## src/rtl/icache_repl_sel.sv

```systemverilog
// Refill-victim way selector: invalid-way preference, lock mask, LFSR or round-robin policy.
// Latency: one cycle from sampled req_i to registered gnt_o/way_o/way_oh_o/err_o.
// Backpressure: none; accepts a request every cycle and returns exactly one grant per request.
module icache_repl_sel #(
  parameter int N_WAY  = 4,
  parameter int LFSR_W = 8,
  localparam int WAY_W = $clog2(N_WAY)
) (
  input  logic              clk_i,
  input  logic              rst_i,
  input  logic              mode_i,
  input  logic              req_i,
  input  logic [N_WAY-1:0]  valid_i,
  input  logic [N_WAY-1:0]  lock_i,
  input  logic              seed_we_i,
  input  logic [LFSR_W-1:0] seed_i,
  output logic              gnt_o,
  output logic [WAY_W-1:0]  way_o,
  output logic [N_WAY-1:0]  way_oh_o,
  output logic              err_o
);

  // Feedback tap positions for the two supported LFSR widths.
  localparam int TAP_A = (LFSR_W == 16) ? 15 : 7;
  localparam int TAP_B = (LFSR_W == 16) ? 14 : 3;
  localparam int TAP_C = (LFSR_W == 16) ? 12 : 2;
  localparam int TAP_D = (LFSR_W == 16) ? 3  : 1;

  logic [LFSR_W-1:0] lfsr_q, lfsr_d;
  logic [WAY_W-1:0]  rr_ptr_q, rr_ptr_d;
  logic              gnt_q;
  logic [WAY_W-1:0]  way_q;
  logic [N_WAY-1:0]  way_oh_q;
  logic              err_q;

  logic              all_locked;
  logic              free_found;
  logic [WAY_W-1:0]  free_way;
  logic [WAY_W-1:0]  cand;
  logic [WAY_W-1:0]  idx;
  logic              scan_found;
  logic [WAY_W-1:0]  scan_way;
  logic              policy;
  logic [WAY_W-1:0]  sel_way;
  logic [N_WAY-1:0]  sel_oh;

  // XNOR feedback, shift left; all-ones is the lockup state, so all-zero is a legal start.
  function automatic logic [LFSR_W-1:0] lfsr_step(input logic [LFSR_W-1:0] s);
    logic fb;
    fb = ~(s[TAP_A] ^ s[TAP_B] ^ s[TAP_C] ^ s[TAP_D]);
    return {s[LFSR_W-2:0], fb};
  endfunction

  // Victim choice: all-locked error, else lowest free invalid way, else policy candidate with locked-way skip.
  always_comb begin
    all_locked = &lock_i;
    free_found = 1'b0;
    free_way   = '0;
    for (int i = 0; i < N_WAY; i++) begin
      if (!free_found && !valid_i[i] && !lock_i[i]) begin
        free_found = 1'b1;
        free_way   = WAY_W'(i);
      end
    end

    cand       = mode_i ? rr_ptr_q : lfsr_q[WAY_W-1:0];
    idx        = '0;
    scan_found = 1'b0;
    scan_way   = cand;
    // N_WAY is a power of two, so the WAY_W-bit add wraps naturally.
    for (int i = 0; i < N_WAY; i++) begin
      idx = cand + WAY_W'(i);
      if (!scan_found && !lock_i[idx]) begin
        scan_found = 1'b1;
        scan_way   = idx;
      end
    end

    policy  = !all_locked && !free_found;
    sel_way = all_locked ? '0 : (free_found ? free_way : scan_way);
    sel_oh  = all_locked ? '0 : (N_WAY'(1) << sel_way);
  end

  // Next policy state: only the active mode advances, and a seed write overrides any advance.
  always_comb begin
    lfsr_d   = lfsr_q;
    rr_ptr_d = rr_ptr_q;
    if (req_i && policy && !mode_i) begin
      lfsr_d = lfsr_step(lfsr_q);
    end
    if (req_i && policy && mode_i) begin
      rr_ptr_d = sel_way + WAY_W'(1);
    end
    if (seed_we_i) begin
      lfsr_d = (&seed_i) ? '0 : seed_i;
    end
  end

  // Register policy state and the grant; reset drops any in-flight grant.
  always_ff @(posedge clk_i) begin
    if (rst_i) begin
      lfsr_q   <= '0;
      rr_ptr_q <= '0;
      gnt_q    <= 1'b0;
      way_q    <= '0;
      way_oh_q <= '0;
      err_q    <= 1'b0;
    end else begin
      lfsr_q   <= lfsr_d;
      rr_ptr_q <= rr_ptr_d;
      gnt_q    <= req_i;
      if (req_i) begin
        way_q    <= sel_way;
        way_oh_q <= sel_oh;
        err_q    <= all_locked;
      end
    end
  end

  assign gnt_o    = gnt_q;
  assign way_o    = way_q;
  assign way_oh_o = way_oh_q;
  assign err_o    = err_q;

endmodule

```

## config.mk

```make
export PLATFORM = sky130hd
export DESIGN_NAME = icache_repl_sel
export DESIGN_NICKNAME = d
export VERILOG_FILES = /design/src/rtl/icache_repl_sel.sv
export SDC_FILE = /design/constraint.sdc
export NUM_CORES = 1
export LEC_CHECK = 0
export BUFFER_PORTS_ARGS = -buffer_cell sky130_fd_sc_hd__clkbuf_2
export CAP_MARGIN = 20
export CORE_MARGIN = 2
export CORE_UTILIZATION = 28
export CTS_CLUSTER_DIAMETER = 50
export DETAILED_ROUTE_END_ITERATION = 7
export PLACE_DENSITY = 0.57
export REMOVE_ABC_BUFFERS = 1
export SYNTH_ARGS = -nofsm -noshare
export SYNTH_HDL_FRONTEND = slang
export SYNTH_SLANG_ARGS = --single-unit
```

## constraint.sdc

```tcl
create_clock -name clk_i -period 4.13 [get_ports clk_i]
set_input_delay 0.2065 -clock clk_i [delete_from_list [all_inputs] [get_ports clk_i]]
set_output_delay 0.2065 -clock clk_i [all_outputs]
set_load 0.005 [all_outputs]
```

==> results of run 1 <==
==> Yosys cell counts (3+ instances only) <==
cell	number	share of area, %
nor3_1	6	2.7
nand3_1	4	1.8
a211oi_1	3	2.0
nand2b_1	5	2.8
o32ai_1	3	2.3
nor2_1	15	5.0
dfxtp_1	18	32
ha_1	4	4.4
a221oi_1	7	5.4
xnor2_1	3	2.3
nand2_1	7	2.3
clkbuf_1	3	1.0
mux2i_1	4	3.5
o21ai_0	3	1.3
inv_1	4	1.3
a21oi_1	4	1.8
==> cell families after synthesis <==
kind of cell             share of synthesized area [%]
XOR/XNOR                                          2.33
buffers and inverters                             5.43
adder cells (fa/ha/maj)                           4.43
multiplexers                                      5.88
AO/OA/AOI/OAI                                     24.4
AND/OR/NAND/NOR                                   25.6
flip-flops                                        31.9
==> final timing paths <==
kind	from	to	slack (ns)	cells past startpoint
worst max-delay path	lfsr_q[1]$_SDFFE_PP0P_	rr_ptr_q[1]$_SDFFE_PP0P_	2.08	8
worst min-delay path	seed_i[2]	lfsr_q[2]$_SDFFE_PP0P_	0.31	3
worst max register to register	lfsr_q[1]$_SDFFE_PP0P_	rr_ptr_q[1]$_SDFFE_PP0P_	2.08	8
worst min register to register	way_oh_o[3]$_SDFFE_PP0P_	way_oh_o[3]$_SDFFE_PP0P_	0.47	2
==> sequential cells by signal (all words and copies together), names as in the netlist <==
signal	count
err_o	1
gnt_o	1
lfsr_q	8
rr_ptr_q	2
way_o	2
way_oh_o	4
==> metal layers <==
metal	vias up	wire [um]	GRT usage (%)
li1	512	-	-
met5	-	0	0
met4	0	0	0.765
met3	0	121	3.67
met1	480	1110	13.9
met2	21	1280	23.4
==> area by class of cell <==
class                   count  area [um^2]  area share (%)
flip-flops and latches     18          360            26.9
multi-input cells          96          707            52.8
well taps                  50         62.6            4.67
inverters                   4         15.0            1.12
clock buffers               4         55.1            4.11
repair buffers             28          140            10.5
==> power by group <==
group | internal, W | total (W) | switching [W]
combinational | 0.0000443 | 0.0000975 | 0.0000532
sequential | 0.000185 | 0.000194 | 0.00000905
clock | 0.0000848 | 0.000148 | 0.0000631
==> worst reg2reg max path, cell delays in order, from the launching register on <==
cell and delay, ns:
dfxtp_1 0.46, mux2i_1 0.16, a311oi_1 0.29, o311ai_1 0.17, nor2_1 0.21, o21ai_0 0.14, ha_1 0.32, mux2i_1 0.14
nor2_1 0.05
==> per-stage QoR <==
step | hold WS [ns] | instances | setup WS [ns] | utilization (%)
after floorplan | 0.271 | 118 | 2.34 | -
after global placement | 0.456 | 196 | 2.15 | 32.6
after detailed placement | 0.466 | 196 | 2.11 | 32.6
after CTS | 0.312 | 200 | 2.09 | 34.0
after global routing | 0.346 | 200 | 1.89 | 34.0
final | 0.308 | 200 | 2.08 | 34.0
==> flow_summary_export.csv, run 1 <==
group,metric,value,unit
floorplanning,die_area,0.00455,mm^2
synthesis,synth_flop_cell,"dfxtp_1",
synthesis,avgSynthCellArea,9.03,um^2
power,power_per_cell_area,328,mW/mm^2
layout,antenna_cells,0,
floorplanning,boundaryPins,29,
synthesis,ys_ff_latch,18,
sta,rsz0062_at_grt,"no",
layout,design_area,0.00134,mm^2
worst_setup_path,crit_arrival,2.19,ns
worst_setup_path,critPathKind,"reg2reg",
worst_setup_path,slowest_stage,"dfxtp_1",
worst_setup_path,crit_family,"compound AO/OA/AOI/OAI gates",
sta,fmax,487,MHz
synthesis,synth_area,0.00113,mm^2
synthesis,postSynth.asyncResetShare,0,%
worst_setup_path,crit_chain,"mux2i_1, a311oi_1, o311ai_1, nor2_1, o21ai_0, ha_1, mux2i_1, nor2_1",
drt,drt-total-wl,2520,um
cts,cts_tree,"yes",
sta,finalMaxSlewViolations,0,
worst_setup_path,cp.required,4.26,ns
cts,cts.sinks,18,
place,place.gp.congestion,0.767,
power,p_leak,0.556,nW
drt,drt_first_pass_iters,4,
place,dpl_cell_area,0.00128,mm^2
global_route,grt_max_degree,19,
power,ir_drop,223,uV
sta,min_period_over_period,49.7,%
cts,clkTransAtPathRegs,0.07,ns
cts,htreeDepth,1,
floorplanning,start_util,28.6,%
layout,final_cell_mix,"clkbuf_2 (28), dfxtp_1 (18), nor2_1 (15)",
global_route,antenna_found_initial,0,
run_status,status,"completed",
sta,finalClockSkew,0.00147,ns
power,p_total,0.000440,W
layout,fin_nets,176,
synthesis,yosysWarnings,0,
sta,setup_tns,0,ns
drt,vias,1013,
layout,fillers,403,
worst_hold_path,min_path_type,"in2reg",
worst_setup_path,critPathLaunchType,"register",
global_route,first_global_vias,1007,
worst_setup_path,worstSetupEndpointType,"register",
floorplanning,fp.dieH,67.5,um
layout,final_common_cell,"clkbuf_2",
cts,cts_root_buf,"clkbuf_8",
cts,cts_setup_buffers,0,
sta,hold_viol_final,0,
drt,remaining_drc_errors,0,
global_route,gr-total-overflow,0,
cts,clk_latency,0.25,ns
place,portBuffers,28,
global_route,track_usage,12.3,%
floorplanning,rows,23,
drt,ant_nets,0,
layout,area.growth.synth_to_final,18.7,%
cts,cts_buffers,3,
drt,vias_per_cell,5.07,
synthesis,seq_area_frac_synth,31.9,%
layout,drive_gt1_share,30.0,%
floorplanning,die-width,67.5,um
run,drv_cap,0,
sta,setup_viol,0,
synthesis,synth-edff-count,0,
synthesis,synth_cells,125,
worst_setup_path,crit_fanout,7,
cts,clk_path_buf_depth,2,
place,place_hpwl,1960,um
worst_setup_path,cp.buffers_inverters,0,
sta,min_period,2.05,ns
cts,cts.repair.resized,0,
worst_setup_path,slowest_delay,0.46,ns
drt,drt-wirelength-per-cell,12.6,um
floorplanning,coreArea,0.00394,mm^2
drt,drt_iter0_markers,24,
sta,worstMarginPinSlew,0.490,ns
global_route,grt_pass1_wl,4370,um
sta,relSlewSlack,67.2,%
synthesis,synth_cell_types,41,
cts,holdBufCountCts,0,
Note: power is estimated with default switching activity, not from simulation.
==> run 2, diff against run 1 <==
- PLACE_DENSITY: 0.57 -> 0.58
- clock period: 4.13 -> 1.75 ns (I/O delays scaled with it)
==> flow_summary_export.csv, run 2 (synthesis gave the netlist of run 1 again) <==
group,metric,value,unit
run_status,status,"finished with violations",
run_status,violations,"setup timing",
power,clkPwrFrac,31.5,%
sta,relSlewSlack,72.0,%
global_route,antenna_found_initial,0,
layout,top_register,"lfsr_q",
power,ir_drop,377,uV
power,switching_share,28.5,%
layout,drive_gt1_share,45.2,%
power,pwr-share-comb,27.1,%
cts,clkTransAtPathRegs,0.07,ns
worst_setup_path,slowest_delay,0.36,ns
worst_setup_path,crit_family,"multiplexers",
layout,area.growth.synth_to_final,35.8,%
layout,fin_nets,194,
global_route,track_usage,13.7,%
drt,drt-total-wl,2830,um
floorplanning,rows,23,
run,drv_cap,0,
cts,clk_latency,0.26,ns
power,power_per_cell_area,717,mW/mm^2
drt,vias,1081,
worst_setup_path,critPathKind,"reg2reg",
worst_setup_path,cp.buffers_inverters,0,
worst_setup_path,crit_fanout,5,
cts,cts_root_buf,"clkbuf_8",
global_route,first_global_vias,1026,
sta,min_period,1.78,ns
place,portBuffers,28,
global_route,gr-total-overflow,0,
cts,cts_tree,"yes",
worst_setup_path,critPathLaunchType,"register",
place,place.gp.congestion,0.809,
cts,htreeDepth,1,
cts,cts_buffers,3,
drt,vias_per_cell,4.96,
drt,ant_nets,0,
place,dp_cells,210,
sta,hold_viol_final,0,
sta,fmax,561,MHz
power,p_leak,0.648,nW
power,pwr-share-seq,41.4,%
worst_setup_path,slowest_stage,"dfxtp_4",
worst_hold_path,min_path_type,"in2reg",
floorplanning,start_util,28.6,%
cts,cts.sinks,18,
layout,largest_reg_flops,8,
worst_setup_path,worstSetupEndpointType,"register",
worst_setup_path,crit_chain,"mux2_2, nand2_1, a31oi_2, a211oi_2, nand2b_4, ha_1, mux2i_1, nor2_1",
floorplanning,boundaryPins,29,
global_route,grt_pass1_wl,4680,um
global_route,grt_max_degree,19,
sta,min_period_over_period,102,%
floorplanning,fp.dieH,67.5,um
drt,drt-wirelength-per-cell,13.0,um
layout,final_cell_mix,"clkbuf_2 (28), buf_4 (18), dfxtp_1 (15)",
worst_setup_path,crit_arrival,1.92,ns
sta,rsz0062_at_grt,"yes",
drt,remaining_drc_errors,0,
layout,antenna_cells,0,
sta,holdWs,0.186,ns
floorplanning,die_area,0.00455,mm^2
drt,drt_iter0_markers,19,
worst_setup_path,cp.required,1.89,ns
layout,final_common_cell,"clkbuf_2",
sta,setup_viol,3,
power,p_int,0.000786,W
drt,drt_first_pass_iters,4,
sta,worstMarginPinSlew,0.420,ns
power,switchingPower,0.000313,W
floorplanning,coreArea,0.00394,mm^2
layout,instances_no_fill,218,
sta,finalMaxSlewViolations,0,
cts,clk_path_buf_depth,2,
sta,finalClockSkew,0.00700,ns
sta,setup_ws,-0.0315,ns
place,place_hpwl,2130,um
floorplanning,die-width,67.5,um
power,p_total,0.00110,W
==> run 2: cell types whose count changed in the layout (fill, tap and decap cells not counted), sizes merged <==
cell,delta
buf,+18
==> run 2: what timing repair did <==
item / CTS / global route
setup buffers: 3 / 1
hold buffers: 0 / 0
setup endpoints to repair: 5 / 5
pin swaps: 9 / 2
gates resized for setup: 11 / 5
==> run 2: power by group through the flow <==
stage | clock network (W) | logic [W] | registers (W)
floorplan | 0 | 0.000145 | 0.000464
global placement | 0 | 0.000260 | 0.000463
detailed placement | 0 | 0.000267 | 0.000465
CTS | 0.000353 | 0.000286 | 0.000457
global route | 0.000374 | 0.000329 | 0.000459
finish | 0.000346 | 0.000298 | 0.000455
==> run 2: cell type report <==
type | instances | area (um^2)
Tap cell | 50 | 62.6
Timing Repair Buffer | 46 | 275
Fill cell | 390 | 2410
Inverter | 4 | 15.0
Multi-Input combinational cell | 96 | 756
Clock buffer | 4 | 55.1
Sequential cell | 18 | 369
==> run 2: tightest hold or removal path, delay by kind of cell <==
family	cells	cell delay (ns)
and+or+nand+nor	1	0.14
buffers and inverters	1	0.09
AOI/OAI and AO/OA	1	0.08
==> run 2: metal layers <==
layer | part of all wire (%) | wire [um] | track usage, %
met1 | 40 | 1120 | 14.3
met4 | 1.6 | 46 | 4.08
met5 | 0 | 0 | 0
met2 | 54 | 1540 | 25.9
met3 | 4.5 | 126 | 4.17
==> run 2: metrics by stage <==
step / util [%] / TNS [ns] / cell area [um^2] / worst slack, ns
5_1_grt: 38.9 / -0.532 / 1530 / -0.156
3_5_place_dp: 35.3 / -0.658 / 1390 / -0.214
4_1_cts: 38.1 / -0.00846 / 1500 / -0.00511
2_1_floorplan: - / -0.0362 / 1080 / -0.0362
3_3_place_gp: 35.3 / -0.598 / 1390 / -0.221
6_report: 38.9 / -0.0865 / 1530 / -0.0315
==> run 2: path summary, 6_finish.rpt <==
path	startpoint	end	slack, ns	cells past startpoint
setup / recovery	rr_ptr_q[1]$_SDFFE_PP0P_	rr_ptr_q[1]$_SDFFE_PP0P_	-0.03	8
hold / removal	seed_i[2]	lfsr_q[2]$_SDFFE_PP0P_	0.19	3
setup reg to reg	rr_ptr_q[1]$_SDFFE_PP0P_	rr_ptr_q[1]$_SDFFE_PP0P_	-0.03	8
hold reg to reg	way_oh_o[2]$_SDFFE_PP0P_	way_oh_o[2]$_SDFFE_PP0P_	0.47	2
